## config.mk

```make
export PLATFORM = sky130hd
export DESIGN_NAME = clkgate_ctrl_flat
export DESIGN_NICKNAME = d
export VERILOG_FILES = /design/src/rtl/clkgate_pkg.sv /design/src/rtl/clkgate_if.sv /design/src/rtl/clkgate_dom_fsm.sv /design/src/rtl/clkgate_ctrl.sv /design/src/flat_wrapper.sv
export SDC_FILE = /design/constraint.sdc
export NUM_CORES = 1
export LEC_CHECK = 0
export ABC_AREA = 1
export CAP_MARGIN = 40
export CORE_AREA = 2 2 62 76
export DETAILED_ROUTE_END_ITERATION = 10
export DIE_AREA = 0 0 64 78
export HOLD_SLACK_MARGIN = 0.15
export PLACE_DENSITY = 0.74
export SYNTH_ARGS = -nofsm -noshare
export SYNTH_HDL_FRONTEND = slang
export SYNTH_SLANG_ARGS = --single-unit
```

## constraint.sdc

```tcl
create_clock -name clk_in -period 3.2 [get_ports clk_in]
set_input_delay 0.48 -clock clk_in [delete_from_list [all_inputs] [get_ports clk_in]]
set_output_delay 0.48 -clock clk_in [all_outputs]
set_load 0.02 [all_outputs]
```

## src/rtl/clkgate_pkg.sv

```systemverilog
// Shared types and helpers for the gated-clock enable scheduler.
// Domain state encoding and counter sizing.
package clkgate_pkg;

  typedef enum logic [1:0] {
    OFF  = 2'd0,
    WAKE = 2'd1,
    ON   = 2'd2,
    IDLE = 2'd3
  } dom_state_t;

  function automatic int cnt_width(
    input int wake_cyc,
    input int idle_cyc
  );
    int m;
    m = (wake_cyc > idle_cyc) ? wake_cyc : idle_cyc;
    return $clog2(m + 1);
  endfunction

endpackage

```

## src/rtl/clkgate_if.sv

```systemverilog
// Request/status bundle between requesters and the clock-enable scheduler.
// master drives requests; slave drives enables and readiness.
interface clkgate_if #(
  parameter int N_DOM = 4
);

  logic [N_DOM-1:0] dom_req;
  logic [N_DOM-1:0] dom_busy;
  logic             force_on;
  logic [N_DOM-1:0] clock_en;
  logic [N_DOM-1:0] dom_ready;
  logic             all_off;

  modport master (
    output dom_req,
    output dom_busy,
    output force_on,
    input  clock_en,
    input  dom_ready,
    input  all_off
  );

  modport slave (
    input  dom_req,
    input  dom_busy,
    input  force_on,
    output clock_en,
    output dom_ready,
    output all_off
  );

endinterface

```

## src/rtl/clkgate_dom_fsm.sv

```systemverilog
// One gated domain: OFF/WAKE/ON/IDLE sequencing with settle and idle counters.
// en/rdy/is_off are true flops so the clkgate input never sees decode glitches.
module clkgate_dom_fsm
  import clkgate_pkg::*;
#(
  parameter int WAKE_CYC = 2,
  parameter int IDLE_CYC = 4,
  parameter int CW       = cnt_width(WAKE_CYC, IDLE_CYC)
) (
  input  logic clk_in,
  input  logic rst,
  input  logic act,
  input  logic grant,
  output logic en,
  output logic rdy,
  output logic is_off,
  output logic wake_req
);

  localparam logic [CW-1:0] W_LOAD = CW'(WAKE_CYC - 1);
  localparam logic [CW-1:0] I_LOAD = CW'(IDLE_CYC - 1);

  dom_state_t    state;
  dom_state_t    state_nxt;
  logic [CW-1:0] cnt;
  logic [CW-1:0] cnt_nxt;

  always_comb begin
    state_nxt = state;
    cnt_nxt   = cnt;
    unique case (state)
      OFF: begin
        if (act && grant) begin
          state_nxt = WAKE;
          cnt_nxt   = W_LOAD;
        end
      end
      WAKE: begin
        if (cnt == '0) state_nxt = ON;
        else           cnt_nxt   = cnt - 1'b1;
      end
      ON: begin
        if (!act) begin
          state_nxt = IDLE;
          cnt_nxt   = I_LOAD;
        end
      end
      IDLE: begin
        if (act)              state_nxt = ON;
        else if (cnt == '0)   state_nxt = OFF;
        else                  cnt_nxt   = cnt - 1'b1;
      end
      default: state_nxt = OFF;
    endcase
  end

  // Outputs are registered from next-state, not decoded from state bits.
  always_ff @(posedge clk_in or posedge rst) begin
    if (rst) begin
      state  <= OFF;
      cnt    <= '0;
      en     <= 1'b0;
      rdy    <= 1'b0;
      is_off <= 1'b1;
    end else begin
      state  <= state_nxt;
      cnt    <= cnt_nxt;
      en     <= (state_nxt != OFF);
      rdy    <= (state_nxt == ON) || (state_nxt == IDLE);
      is_off <= (state_nxt == OFF);
    end
  end

  assign wake_req = is_off & act;

endmodule

```

## src/rtl/clkgate_ctrl.sv

```systemverilog
// Per-domain clock-enable scheduler with round-robin staggered wake-up.
// Requests are registered once, then arbitrated so one domain wakes per cycle.
module clkgate_ctrl
  import clkgate_pkg::*;
#(
  parameter int N_DOM    = 4,
  parameter int WAKE_CYC = 2,
  parameter int IDLE_CYC = 4
) (
  input  logic      clk_in,
  input  logic      rst,
  clkgate_if.slave  bus
);

  localparam int CW = cnt_width(WAKE_CYC, IDLE_CYC);
  localparam int PW = (N_DOM > 1) ? $clog2(N_DOM) : 1;

  logic [N_DOM-1:0] act_q;
  logic [N_DOM-1:0] gnt;
  logic [N_DOM-1:0] en;
  logic [N_DOM-1:0] rdy;
  logic [N_DOM-1:0] is_off;
  logic [N_DOM-1:0] wake_req;
  logic [PW-1:0]    rr_ptr;
  logic [PW-1:0]    gnt_idx;
  logic [PW-1:0]    k;
  logic             gnt_vld;

  always_ff @(posedge clk_in or posedge rst) begin
    if (rst) act_q <= '0;
    else     act_q <= bus.dom_req | bus.dom_busy |
                      {N_DOM{bus.force_on}};
  end

  // First OFF-and-active domain at or after the pointer wins.
  always_comb begin
    gnt     = '0;
    gnt_vld = 1'b0;
    gnt_idx = '0;
    k       = '0;
    for (int i = 0; i < N_DOM; i++) begin
      k = PW'((int'(rr_ptr) + i) % N_DOM);
      if (!gnt_vld && wake_req[k]) begin
        gnt_vld = 1'b1;
        gnt[k]  = 1'b1;
        gnt_idx = k;
      end
    end
  end

  always_ff @(posedge clk_in or posedge rst) begin
    if (rst) begin
      rr_ptr <= '0;
    end else if (gnt_vld) begin
      if (gnt_idx == PW'(N_DOM - 1)) rr_ptr <= '0;
      else                           rr_ptr <= gnt_idx + 1'b1;
    end
  end

  for (genvar d = 0; d < N_DOM; d++) begin : g_dom
    clkgate_dom_fsm #(
      .WAKE_CYC (WAKE_CYC),
      .IDLE_CYC (IDLE_CYC),
      .CW       (CW)
    ) u_fsm (
      .clk_in   (clk_in),
      .rst      (rst),
      .act      (act_q[d]),
      .grant    (gnt[d]),
      .en       (en[d]),
      .rdy      (rdy[d]),
      .is_off   (is_off[d]),
      .wake_req (wake_req[d])
    );
  end

  assign bus.clock_en  = en;
  assign bus.dom_ready = rdy;
  assign bus.all_off   = &is_off;

endmodule
```

## src/flat_wrapper.sv

```systemverilog
// flat-port wrapper written by rule: the top's interface ports become plain ports
module clkgate_ctrl_flat import clkgate_pkg::*;
#(
  parameter int N_DOM    = 4,
  parameter int WAKE_CYC = 2,
  parameter int IDLE_CYC = 4
)
  (clk_in, rst, bus_dom_req, bus_dom_busy, bus_force_on, bus_clock_en, bus_dom_ready, bus_all_off);
  clkgate_if #(.N_DOM(N_DOM)) bus_i ();
  input  logic clk_in;
  input  logic rst;
  input wire logic [$bits(bus_i.dom_req)-1:0] bus_dom_req;
  input wire logic [$bits(bus_i.dom_busy)-1:0] bus_dom_busy;
  input wire logic [$bits(bus_i.force_on)-1:0] bus_force_on;
  output wire logic [$bits(bus_i.clock_en)-1:0] bus_clock_en;
  output wire logic [$bits(bus_i.dom_ready)-1:0] bus_dom_ready;
  output wire logic [$bits(bus_i.all_off)-1:0] bus_all_off;
  assign bus_i.dom_req = bus_dom_req;
  assign bus_i.dom_busy = bus_dom_busy;
  assign bus_i.force_on = bus_force_on;
  assign bus_clock_en = bus_i.clock_en;
  assign bus_dom_ready = bus_i.dom_ready;
  assign bus_all_off = bus_i.all_off;
  clkgate_ctrl #(.N_DOM(N_DOM), .WAKE_CYC(WAKE_CYC), .IDLE_CYC(IDLE_CYC)) u_core (.clk_in(clk_in), .rst(rst), .bus(bus_i));
endmodule
```

==> Word level (Yosys, flattened, before mapping) <==
Cells that the tools add are included.
{ "classes": {"n_reduce_logical": 39, "n_bitwise": 9, "addsub": 8, "eq_ne": 33, "magnitude_cmp": 8, "mux": 73} }
{ "op_table": {"columns": ["operator", "n"], "rows": [
  ["2-bit 2-to-1 mux", 25],
  ["3-bit 2-to-1 mux", 16],
  ["3-bit one-hot mux with 4 select lines", 4],
  ["2-bit == test (second input constant)", 17],
  ["2-bit one-hot mux with 4 select lines", 4],
  ["2-bit != test (second input constant)", 12],
  ["4-bit OR", 5],
  ["2-bit zero test", 8],
  ["4-bit 2-to-1 mux", 4],
  ["3-bit zero test", 4],
  ["2-bit by 3-bit < comparator with 1-bit output (second input constant)", 4],
  ["1-bit 2-to-1 mux", 12],
  ["3-bit AND reduction", 4],
  ["3-bit by 1-bit subtractor with 3-bit output (second input constant)", 4],
  ["1-bit logical AND", 11],
  ["1-bit binary-select mux with 2-bit select", 4],
  ["1-bit demux with 2-bit select", 4],
  ["2-bit by 1-bit == test with 1-bit output (second input constant)", 4],
  ["2-bit by 1-bit greater-or-equal comparator with 1-bit output (second input constant)", 4],
  ["2-bit nonzero test", 4],
  ["2-bit by 1-bit adder with 2-bit output (second input constant)", 2],
  ["2-bit adder (second input constant)", 2],
  ["1-bit AND", 4],
  ["1-bit logical OR", 4],
  ["2 further kinds", 4]
]} }
{ "word_totals": {"input_bits": 11, "output_inout_bits": 9, "elab_cells": 192, "reg_bits": 38} }

==> Depth between registers and ports, before layout <==
{ "logic_depth": {"depth_word": 18, "depth_mapped": 15, "ltp_nobuf": 14} }

==> By module <==
From an unflattened synthesis, not the netlist that was laid out.
{ "hier_totals": {"cells_unflattened": 295, "area_unflattened_um2": 2309.7} }
{ "by_module_without_submodules": {"columns": ["mod", "n_inst", "seq_area_each_um2", "cells_each", "area_each_um2"], "rows": [
  ["clkgate_dom_fsm", 4, 176.4, 47, 396.6],
  ["clkgate_ctrl", 1, 150.1, 107, 723.2]
]} }

==> Worst setup path after synthesis <==
Ideal clock, no wire load.
{ "synth_path": {"path_type": "reg-to-reg", "start": "register u_core.rr_ptr[1]", "end": "register u_core.g_dom[0].u_fsm.cnt[0]", "stages_incl_launch_ff": 15, "synth_period_minus_slack_ps": 1957, "arrival_time_ps": 1841, "slack_ps": 1243, "required_ps": 3083, "path_buffers": 0, "setup_ps": 117, "path_cell_list": "dfrtp_1 inv_2 ha_1 inv_1 nand3_1 nand2_1 nand3_4 nor2_1 nor2_1 nand2_1 nand2_1 nand2_2 nand2_4 nand2_2 nand2_1"} }
{ "synth_via": {"elab_chain_cells": 15, "elab_cells_between_ends": 50, "cone_classes": "add/sub (3); order compare (8); eq/ne (1); mux (23); bitwise (3); reduce/logical (12)"} }
{ "synth_rtl": {"columns": ["item", "line_no", "rtl"], "rows": [
  ["start, declared", "clkgate_ctrl.sv:24", "logic [PW-1:0] rr_ptr;"],
  ["start signal, assigned", "clkgate_ctrl.sv:56", "else rr_ptr <= gnt_idx + 1'b1;"],
  ["parallel branches: the longest is 11 deep, another holds 2-bit by 3-bit < comparator with 1-bit output", null, null],
  ["4-bit 2-to-1 mux *", "clkgate_ctrl.sv:43", "if (!gnt_vld && wake_req[k]) begin"],
  ["1-bit logical AND *", "clkgate_dom_fsm.sv:33", "if (act && grant) begin"],
  ["2-bit != test (no source line) *", null, null],
  ["3-bit AND reduction (no source line) *", null, null],
  ["end signal, assigned", "clkgate_dom_fsm.sv:67", "cnt <= cnt_nxt;"],
  ["end, declared", "clkgate_dom_fsm.sv:25", "logic [CW-1:0] cnt;"]
]} }
Mark *: on every way between the ends. The select of a mux whose other input is x is not followed.
A chain may end at the register's enable or synchronous reset.

==> flow_metrics.py <==
metrics = {
    "cells_and_area": {
        "drive_above_1_share": 0.173,
        "areaGrowthSynthToFinish_pct": 12.0,
        "fillers": 373,
        "fin_nets": 333,
        "final_util": 0.606,
        "final_cell_mix": "nand2_1, inv_1, nand3_1, dfrtp_1, nor2_1",
        "final_common_cell": "nand2_1",
        "insertedDiodeCount": 0,
    },
    "floorplan": {
        "row_count": 26,
        "start_util": 0.541,
        "pin_count": 20,
        "dieArea_sq_mm": 0.00499,
        "core_area_sq_mm": 0.00420,
        "die_w_um": 64,
        "die_y_um": 78,
    },
    "setup_path": {
        "cp.required_ns": 3.37,
        "crit_family": "simple AND/OR/NAND/NOR gates",
        "cp_max_fo": 12,
        "crit_chain": "inv_6 > ha_1 > inv_1 > nand3_1 > nand2_1 > nand3_4 > nor2_1 > nor2_1 > nand2_1 > nand2_1 > nand2_2 > nand2_2 > nand2_1 > nand2_1",
        "arrival_ns": 2.52,
        "critPathMostFrequentCell": "nand2_1",
        "endpoint_kind": "register",
        "worstSetupStartpointType": "register",
        "max_stage_delay_ns": 0.64,
        "cp_slowest_cell": "dfrtp_1",
        "crit_buf_inv": 2,
        "path_class": "register to register",
    },
    "clock_tree": {
        "h-tree-depth": 2,
        "cts_tree": "done",
        "root_buffer": "clkbuf_8",
        "cts.sinks": 34,
        "path_clk_slew_ns": 0.07,
        "cts_resized": 0,
        "clk_latency_ns": 0.28,
        "holdBufCountCts": 0,
        "post-cts-setup-buffer-count": 0,
        "clock_path_buffers": 2,
        "cts_inserted_buffers": 5,
    },
    "worst_hold_path": {
        "hp-class": "register to register",
    },
    "yosys": {
        "syn-mean-instance-area_sq_um": 7.88,
        "synth_top_cell_by_area": "dfrtp_1",
        "synthesis.nets": 315,
        "syn-cell-area_sq_mm": 0.00227,
        "syn_inst": 288,
        "synthTopCellsByArea": "dfrtp_1, nand2_1, ha_1",
        "synth_top_cell_area_share": 0.331,
        "ys_warn_count": 0,
        "synth_seq_cells": 34,
        "yosysUniqueCellTypes": 23,
        "synth_seq_area_share": 0.377,
    },
    "sta": {
        "fin_crit_sh": 0.734,
        "fin_setup_tns_ns": 0,
        "period_minus_slack_ns": 2.35,
        "rsz0062_at_grt": "no",
        "clock_skew_ns": 0.00743,
        "hold_viol_final": 0,
        "fmax_ghz": 0.426,
        "slew_headroom": 0.676,
        "drv_slew": 0,
        "worst_pin_slew_ns": 0.486,
        "setup_violations": 0,
    },
    "grt": {
        "grt_max_degree": 35,
        "grt-ovfl-total": 0,
        "track_usage": 0.198,
        "grt_pass1_vias": 1827,
        "grt_pass1_wl_mm": 7.83,
        "antenna_found_initial": 0,
    },
    "place": {
        "place_hpwl_mm": 3.17,
        "port_buffers": 19,
        "gp_congestion": 0.887,
    },
    "detailed_routing": {
        "vias": 1835,
        "viasPerCell": 5.07,
        "ant_nets": 0,
        "drt_iter0_markers": 55,
        "drtPass1Iterations": 4,
        "drc": 0,
        "wl_per_cell_um": 11.6,
        "routed_wl_mm": 4.22,
    },
    "job": {
        "max_cap_viol_count": 0,
    },
    "outcome": {
        "status": "completed",
    },
}
-- state kept, by name, summed over array words and instances (netlist names), named ones only --
signal,count
u_core.act_q,4
u_core.g_dom.u_fsm.en,4
u_core.g_dom.u_fsm.is_off,4
u_core.rr_ptr,1
u_core.g_dom.u_fsm.state,4
u_core.g_dom.u_fsm.rdy,4
u_core.g_dom.u_fsm.cnt,12
-- per-stage QoR --
| step | area (sq um) | setup slack, ns | cells | hold slack, ns |
|---|---|---|---|---|
| floorplan | 2270 | 1.24 | 288 | 0.442 |
| global placement | 2470 | 0.952 | 355 | 0.454 |
| detailed placement | 2470 | 0.915 | 355 | 0.463 |
| CTS | 2540 | 0.880 | 362 | 0.478 |
| global route | 2540 | 0.617 | 362 | 0.526 |
| finish | 2540 | 0.853 | 362 | 0.473 |
-- cell usage after synthesis (all sizes together) --
library cell  number
a21boi             4
a21oi              6
buf                9
dfrtp             30
dfstp              4
ha                16
inv               37
nand2             98
nand3             37
nand3b             2
nand4              6
nor2              27
o21ai              8
or2                4
-- metal layers --
| layer | share of wire | vias up | GRT usage |
|---|---|---|---|
| li1 | - | 936 | - |
| met1 | 0.43 | 845 | 0.236 |
| met2 | 0.50 | 43 | 0.338 |
| met3 | 0.043 | 11 | 0.0435 |
| met4 | 0.025 | 0 | 0.0870 |
| met5 | 0 | - | 0 |
-- worst register-to-register path: cells and delay by family (launching register included) --
family	cells	cell delay, ns
adders and majority gates	1	0.38
buffers and inverters	2	0.24
DFF	1	0.64
and+or+nand+nor	11	0.97
-- layout make-up --
class / count / area [sq um] / area share
flip-flops and latches: 34 / 856 / 0.337
repair buffers: 20 / 198 / 0.0778
multi-input cells: 208 / 1200 / 0.471
clock buffers: 7 / 76.3 / 0.0300
inverters: 37 / 144 / 0.0566
well taps: 56 / 70.1 / 0.0276
-- logic make-up (layout without fill, tap and decap cells) --
| family | count (synthesis) | after routing | synth area share |
|---|---|---|---|
| AND/OR/NAND/NOR | 174 | 174 | 0.396 |
| buffers and inverters | 46 | 64 | 0.0948 |
| flip-flops | 34 | 34 | 0.377 |
| AO/OA/AOI/OAI | 18 | 18 | 0.0441 |
| adder cells (fa/ha/maj) | 16 | 16 | 0.0882 |
-- worst paths after layout --
path / slack, ns / endpoint / start / cells past startpoint
max reg2reg: 0.85 / u_core.g_dom[3].u_fsm.cnt[0] / register / 14
max in group asynchronous: 2.26 / u_core.g_dom[3].u_fsm.is_off / rst / 3
min: 0.47 / u_core.g_dom[3].u_fsm.cnt[1] / u_core.g_dom[3].u_fsm.cnt[1] / 2
max: 0.85 / u_core.g_dom[3].u_fsm.cnt[0] / register / 14
min in group asynchronous: 0.60 / async pin / rst / 3
min reg2reg: 0.47 / u_core.g_dom[3].u_fsm.cnt[1] / u_core.g_dom[3].u_fsm.cnt[1] / 2
Power is not shown: default switching activity piles up to over one toggle a cycle in this logic, so the estimate is an artifact.
